`config.mk`:
```
export PLATFORM = sky130hd
export DESIGN_NAME = instruction_fetch_ctrl
export DESIGN_NICKNAME = d
export VERILOG_FILES = /design/src/rtl/cpu_fetch_pkg.sv /design/src/rtl/fetch_perf_counters.sv /design/src/rtl/instruction_fetch_ctrl.sv
export SDC_FILE = /design/constraint.sdc
export NUM_CORES = 1
export LEC_CHECK = 0
export ABC_AREA = 1
export CORE_ASPECT_RATIO = 0.75
export CORE_MARGIN = 5
export CORE_UTILIZATION = 43
export CTS_BUF_LIST = sky130_fd_sc_hd__clkbuf_4
export CTS_CLUSTER_SIZE = 12
export DETAILED_ROUTE_END_ITERATION = 8
export PLACE_DENSITY = 0.8
export SYNTH_ARGS = -nofsm -noshare
export SYNTH_HDL_FRONTEND = slang
export SYNTH_SLANG_ARGS = --single-unit
```
`constraint.sdc`:
```
create_clock -name clk -period 1.3 [get_ports clk]
set_input_delay 0.13 -clock clk [delete_from_list [all_inputs] [get_ports clk]]
set_output_delay 0.13 -clock clk [all_outputs]
set_load 0.01 [all_outputs]
```
`src/rtl/cpu_fetch_pkg.sv`:
```
// Shared types and constants for the instruction fetch sequencer.
package cpu_fetch_pkg;

  typedef enum logic [1:0] {
    FETCH_IDLE,
    FETCH_RUN,
    FETCH_HALT
  } fetch_state_e;

  localparam int unsigned PC_STEP            = 4;
  localparam logic [31:0] DEFAULT_HALT_INSTR = 32'hFFFF_FFFF;

endpackage

```
`src/rtl/fetch_perf_counters.sv`:
```
// Saturating fetch and stall event counters for the fetch sequencer.
module fetch_perf_counters (
  input  logic        clk,
  input  logic        rst_n,
  input  logic        fetch_en,
  input  logic        stall,
  output logic [31:0] perf_fetch_count,
  output logic [31:0] perf_stall_count
);

  logic [31:0] fetch_cnt_q, fetch_cnt_d;
  logic [31:0] stall_cnt_q, stall_cnt_d;

  always_comb begin
    fetch_cnt_d = fetch_cnt_q;
    stall_cnt_d = stall_cnt_q;
    if (fetch_en && (fetch_cnt_q != 32'hFFFF_FFFF)) fetch_cnt_d = fetch_cnt_q + 32'd1;
    if (stall && (stall_cnt_q != 32'hFFFF_FFFF))    stall_cnt_d = stall_cnt_q + 32'd1;
  end

  always_ff @(posedge clk or negedge rst_n) begin
    if (!rst_n) begin
      fetch_cnt_q <= '0;
      stall_cnt_q <= '0;
    end else begin
      fetch_cnt_q <= fetch_cnt_d;
      stall_cnt_q <= stall_cnt_d;
    end
  end

  assign perf_fetch_count = fetch_cnt_q;
  assign perf_stall_count = stall_cnt_q;

endmodule

```
`src/rtl/instruction_fetch_ctrl.sv`:
```
// PC owner and fetch sequencer feeding decode over valid/ready.
// Define FETCH_PERF_CNT_EN to add saturating fetch/stall performance counters.
module instruction_fetch_ctrl
  import cpu_fetch_pkg::*;
#(
  parameter int unsigned                ADDRESS_WIDTH = 32,
  parameter int unsigned                DATA_WIDTH    = 32,
  parameter logic [ADDRESS_WIDTH-1:0]   RESET_PC      = '0,
  parameter logic [DATA_WIDTH-1:0]      HALT_INSTR    = DATA_WIDTH'(DEFAULT_HALT_INSTR)
) (
  input  logic                     clk,
  input  logic                     rst_n,
  input  logic                     start,
  output logic [ADDRESS_WIDTH-1:0] imem_address,
  input  logic [DATA_WIDTH-1:0]    imem_instruction,
  input  logic                     redirect_valid,
  input  logic [ADDRESS_WIDTH-1:0] redirect_pc,
  output logic                     out_valid,
  input  logic                     out_ready,
  output logic [DATA_WIDTH-1:0]    out_instr,
  output logic [ADDRESS_WIDTH-1:0] out_pc,
  output logic                     halted
`ifdef FETCH_PERF_CNT_EN
  ,
  output logic [31:0]              perf_fetch_count,
  output logic [31:0]              perf_stall_count
`endif
);

  fetch_state_e             state_q, state_d;
  logic [ADDRESS_WIDTH-1:0] pc_q, pc_d;
  logic                     out_valid_q, out_valid_d;
  logic [DATA_WIDTH-1:0]    out_instr_q, out_instr_d;
  logic [ADDRESS_WIDTH-1:0] out_pc_q, out_pc_d;
  logic                     fetch_en;

  assign fetch_en = (state_q == FETCH_RUN) && (!out_valid_q || out_ready) && !redirect_valid;

  always_comb begin
    state_d     = state_q;
    pc_d        = pc_q;
    out_valid_d = out_valid_q;
    out_instr_d = out_instr_q;
    out_pc_d    = out_pc_q;
    if (redirect_valid) begin
      // Redirect wins over everything but reset and discards the pending word.
      pc_d        = redirect_pc & ~ADDRESS_WIDTH'(3);
      out_valid_d = 1'b0;
      if ((state_q != FETCH_IDLE) || start) state_d = FETCH_RUN;
    end else begin
      if ((state_q == FETCH_IDLE) && start) state_d = FETCH_RUN;
      if (fetch_en) begin
        out_instr_d = imem_instruction;
        out_pc_d    = pc_q;
        out_valid_d = 1'b1;
        if (imem_instruction == HALT_INSTR) state_d = FETCH_HALT;
        else                                pc_d    = pc_q + ADDRESS_WIDTH'(PC_STEP);
      end else if (out_valid_q && out_ready) begin
        out_valid_d = 1'b0;
      end
    end
  end

  always_ff @(posedge clk or negedge rst_n) begin
    if (!rst_n) begin
      state_q     <= FETCH_IDLE;
      pc_q        <= RESET_PC;
      out_valid_q <= 1'b0;
      out_instr_q <= '0;
      out_pc_q    <= '0;
    end else begin
      state_q     <= state_d;
      pc_q        <= pc_d;
      out_valid_q <= out_valid_d;
      out_instr_q <= out_instr_d;
      out_pc_q    <= out_pc_d;
    end
  end

  assign imem_address = pc_q;
  assign out_valid    = out_valid_q;
  assign out_instr    = out_instr_q;
  assign out_pc       = out_pc_q;
  assign halted       = (state_q == FETCH_HALT);

`ifdef FETCH_PERF_CNT_EN
  fetch_perf_counters u_perf (
    .clk              (clk),
    .rst_n            (rst_n),
    .fetch_en         (fetch_en),
    .stall            ((state_q == FETCH_RUN) && out_valid_q && !out_ready),
    .perf_fetch_count (perf_fetch_count),
    .perf_stall_count (perf_stall_count)
  );
`endif

endmodule

```
Yosys cells after proc, flatten, opt, wreduce, memory -nomap -nowiden
Index checks and enable logic that the tools add are counted.
W data, S select, Z words.
{ "word_totals": {"out_inout_bits": 98, "in_bits": 69, "wordCells": 37, "ff_bits": 99} }
{ "op_classes": {"eq_ne": 5, "muxes": 11, "reduce_logical": 14, "bitwise_logic": 1, "addsub": 1} }
{ "ops": {"columns": ["operator", "n"], "rows": [
  ["$mux W32", 3],
  ["$add A32 B3 Y32 const B", 1],
  ["$eq A32 B32 Y1 const B", 1],
  ["$mux W2", 5],
  ["$logic_and A1 B1 Y1", 4],
  ["$reduce_and A2 Y1", 2],
  ["$reduce_bool A2 Y1", 2],
  ["$mux W1", 3],
  ["$reduce_bool A3 Y1", 1],
  ["$eq A2 B1 Y1 const B", 1],
  ["$eq A2 B2 Y1 const B", 1],
  ["$logic_not A1 Y1", 2],
  ["$logic_not A2 Y1", 1],
  ["$logic_or A1 B1 Y1", 2],
  ["$ne A2 B1 Y1 const B", 1],
  ["$ne A2 B2 Y1 const B", 1],
  ["$not A1 Y1", 1]
]} }

Longest topological paths before layout
{ "depth": {"depth_word": 6, "depth_mapped": 10} }

Worst setup path after synthesis
OpenSTA, ideal clock, no wires.
{ "synth_timing": {"path_kind": "flip-flop to flip-flop", "start": "register pc_q[2], in the netlist imem_address[2]", "end": "register pc_q[26], in the netlist imem_address[26]", "setup_ns": 0.117, "path_slack_ns": -0.180, "arrival_ns": 1.363, "path_buffers": 0, "stages_incl_launch_ff": 11, "period_less_slack_ns": 1.480, "path_cell_list": "dfrtp_1 -> ha_1 -> nand2_2 -> nor2_4 -> nand2_4 -> nor2_4 -> nand2_1 -> nand2_1 -> nand3_1 -> nand3_1 -> nand2_1"} }
{ "synth_via": {"elab_chain_len": 4} }
{ "synth_lines": {"columns": ["item", "line", "text"], "rows": [
  ["start, declared", "instruction_fetch_ctrl.sv:31", "logic [ADDRESS_WIDTH-1:0] pc_q, pc_d;"],
  ["start signal, assigned", "instruction_fetch_ctrl.sv:73", "pc_q <= pc_d;"],
  ["$add A32 B3 Y32", "instruction_fetch_ctrl.sv:57", "else pc_d = pc_q + ADDRESS_WIDTH'(PC_STEP);"],
  ["$mux W32", "instruction_fetch_ctrl.sv:56", "if (imem_instruction == HALT_INSTR) state_d = FETCH_HALT;"],
  ["$mux W32", "instruction_fetch_ctrl.sv:52", "if (fetch_en) begin"],
  ["$mux W32", "instruction_fetch_ctrl.sv:45", "if (redirect_valid) begin"]
]} }
No other way between the ends. The select of a mux whose other input is x is not followed.
A chain may end at the register's enable or synchronous reset.

Final worst setup path
{ "layout_timing": {"start": "register pc_q[6], in the netlist imem_address[6]", "end": "register pc_q[29], in the netlist imem_address[29]"} }
Same word-level chain as after synthesis.

==> flow_summary.toml <==
[flow_run]
max_cap_violations = 0

[clocking]
cts-root-buf = "clkbuf_4"
path_clk_slew_ps = 180
cts_sinks = 95
cts.htree.levels = 3
cts_tree = "done"
clk_path_buf_depth = 2
cts_buffers = 9
clock_latency_ps = 520

[grt]
use_met3 = 0.0595
use_met1 = 0.413
grt_max_degree = 96
top_usage_layer = "met2"
grt_util_met2 = 0.544
grt_usage = 0.318
overflow = 0
grt_first_pass_wirelength_um = 34000
antenna_found_initial = 1
grt_pass1_vias = 6310

[die]
die_w_um = 134
rows = 33
core_area_mm2 = 0.0111
die_y_um = 103
ioPinCount = 167
start_util = 0.445
dieArea_mm2 = 0.0137

[timing]
setup_slack_ps = -550
clock_skew_ps = 32.1
max_freq_mhz = 541
holdWs_ps = 146
setup_viol = 122
worst_slew_pin_slew_ps = 584
period_share = 1.42
hold_viol_final = 0
relSlewSlack = 0.611
rsz0062_at_grt = "true"
drv_slew = 0
min_period_ps = 1850

[detailed_routing]
wire_per_inst_um = 23.6
vias = 7080
drt-total-wl_um = 28000
vias_per_cell = 5.96
firstDrtPassIters = 8
dr.first_iter.drc_count = 896
ant_nets = 0
drc = 0

[power]
ir_drop_uv = 711
p_leak_nw = 5.06
power_density_mw_per_mm2 = 978

[outcome]
status = "finished with violations"
violations = "negative setup slack"

[critical_path]
crit_type = "reg2reg"
cp-start-kind = "register"
cp_max_fo = 5
required_ps = 1740
arrival_ps = 2290
critPathCaptureType = "register"
regToRegSetupSlack_ps = -550

[placement]
io_buffers = 160
gp_congestion = 0.951
postPlaceCellArea_mm2 = 0.00725
dp_hpwl_um = 12100

[final_layout]
final_cell_area_mm2 = 0.0100
layout-drive-gt1-share = 0.553
final_nets = 1111
fill_cells = 407
area_delta_synth_final_pct = 104

[synth]
synth_commonest_cells = "280 x nand2_1, 95 x dfrtp_1, 82 x nand3_1"
yosysSeqAreaShare = 0.483
synth.most_common_cell = "nand2_1"
synth_edf_count = 0
synth_ff_type = "dfrtp_1"
ys_seq_elements = 95
async_reset_ff_frac = 1.00
syn_area_per_cell_um2 = 7.53
yosysTopAreaCell = "dfrtp_1"
synth_warnings = 0
syn-cell-area_mm2 = 0.00492
yosysTopAreaCellShare = 0.483
yosysUniqueCellTypes = 30
synth_cells = 654
ys_top_cells_by_area = "dfrtp_1 48%, nand2_1 21%, nand3_1 8.3%"

[worst_hold_path]
hp-class = "in2async"
## flip-flops by register name (all words and copies together), names as in the netlist
name          cells
out_instr        32
state_q           2
imem_address     30
out_pc           30
out_valid         1
## worst max-delay path, stage by stage, from the launching register on
cell,delay [ps]
dfrtp_1,460
buf_4,160
nand2_4,80
nor2_4,260
nand2_8,120
nor2_4,210
nand3_1,150
nor2_1,150
nor2_1,60
nor2_1,120
## path summary, 6_finish.rpt
| path | cells past startpoint | startpoint | to |
|---|---|---|---|
| hold reg to reg | 2 | out_pc[7] | out_pc[7] |
| setup reg to reg | 9 | imem_address[6] | imem_address[29] |
| min in group clk | 3 | redirect_pc[20] | imem_address[20] |
| max in group asynchronous | 3 | rst_n | imem_address[27] |
| setup / recovery | 9 | imem_address[6] | imem_address[29] |
| hold / removal | 3 | rst_n | imem_address[10] |
## routing by layer
metal	vias to the layer above	wire length, um
met5	-	0
met4	0	1960
met3	226	3050
met2	639	12900
met1	3388	10100
li1	2827	-
## timing repair
item	CTS	global route
setup buffers	80	80
endpoints found under the setup margin	186	171
cloned	17	1
hold endpoints to repair	95	0
gates resized for setup	446	260
hold buffers	1	0
pin swaps	38	56
## placed cells by master (no fill, tap or decap), types with 9 or more instances in the layout
master           synthesis  final
dfrtp_1                 95     92
inv_1                   37     32
buf_12                   0     22
clkbuf_4                 0      9
buf_4                    4    156
nand2_2                  6     77
nand3_2                  1     23
clkdlybuf4s15_1          0     10
nor2_1                  42     27
nand2_4                  4     50
buf_6                    6     68
nand3_1                 82     56
nor2_4                   7     22
buf_16                   0     14
clkbuf_2                 0     51
o21ai_2                  5     27
nand2_1                280    159
clkdlybuf4s50_1          0     65
## power by group
| part | internal [mW] | leakage, nW | switching [mW] | total [mW] |
|---|---|---|---|---|
| logic | 2.18 | 3.82 | 2.12 | 4.30 |
| clock network | 0.609 | 0.0749 | 1.24 | 1.85 |
| registers | 3.34 | 1.16 | 0.330 | 3.67 |
| total | 6.13 | 5.06 | 3.70 | 9.82 |
## metrics by stage
| step | TNS [ps] | utilization | cells | power, mW | worst slack [ps] |
|---|---|---|---|---|---|
| floorplan | -1270 | - | 657 | 4.60 | -159 |
| global placement | -22710 | 0.655 | 1009 | 6.14 | -424 |
| detailed placement | -28250 | 0.655 | 1009 | 6.21 | -526 |
| CTS | -16110 | 0.819 | 1122 | 8.74 | -242 |
| global route | -39810 | 0.908 | 1187 | 10.1 | -554 |
| finish | -37310 | 0.908 | 1187 | 9.82 | -550 |
## cell families after synthesis
logic type,count (synthesis),share of synthesized area
compound gates,36,0.0412
xor+xnor,7,0.0124
fa+ha+maj,1,0.00254
buf+inv,70,0.0678
flops,95,0.483
other cells,1,0.000761
simple gates,444,0.393
## final cells by class
type / instances / area (um2) / share of cell area
Clock buffer: 9 / 67.6 / 0.00672
Antenna cell: 1 / 2.50 / 0.000249
Sequential cell: 95 / 2380 / 0.237
Multi-Input combinational cell: 493 / 3230 / 0.322
Inverter: 42 / 204 / 0.0203
Clock inverter: 7 / 78.8 / 0.00785
Tap cell: 140 / 175 / 0.0174
Timing Repair inverter: 1 / 11.3 / 0.00112
Timing Repair Buffer: 399 / 3890 / 0.388
Power figures use the tool's default switching activity.
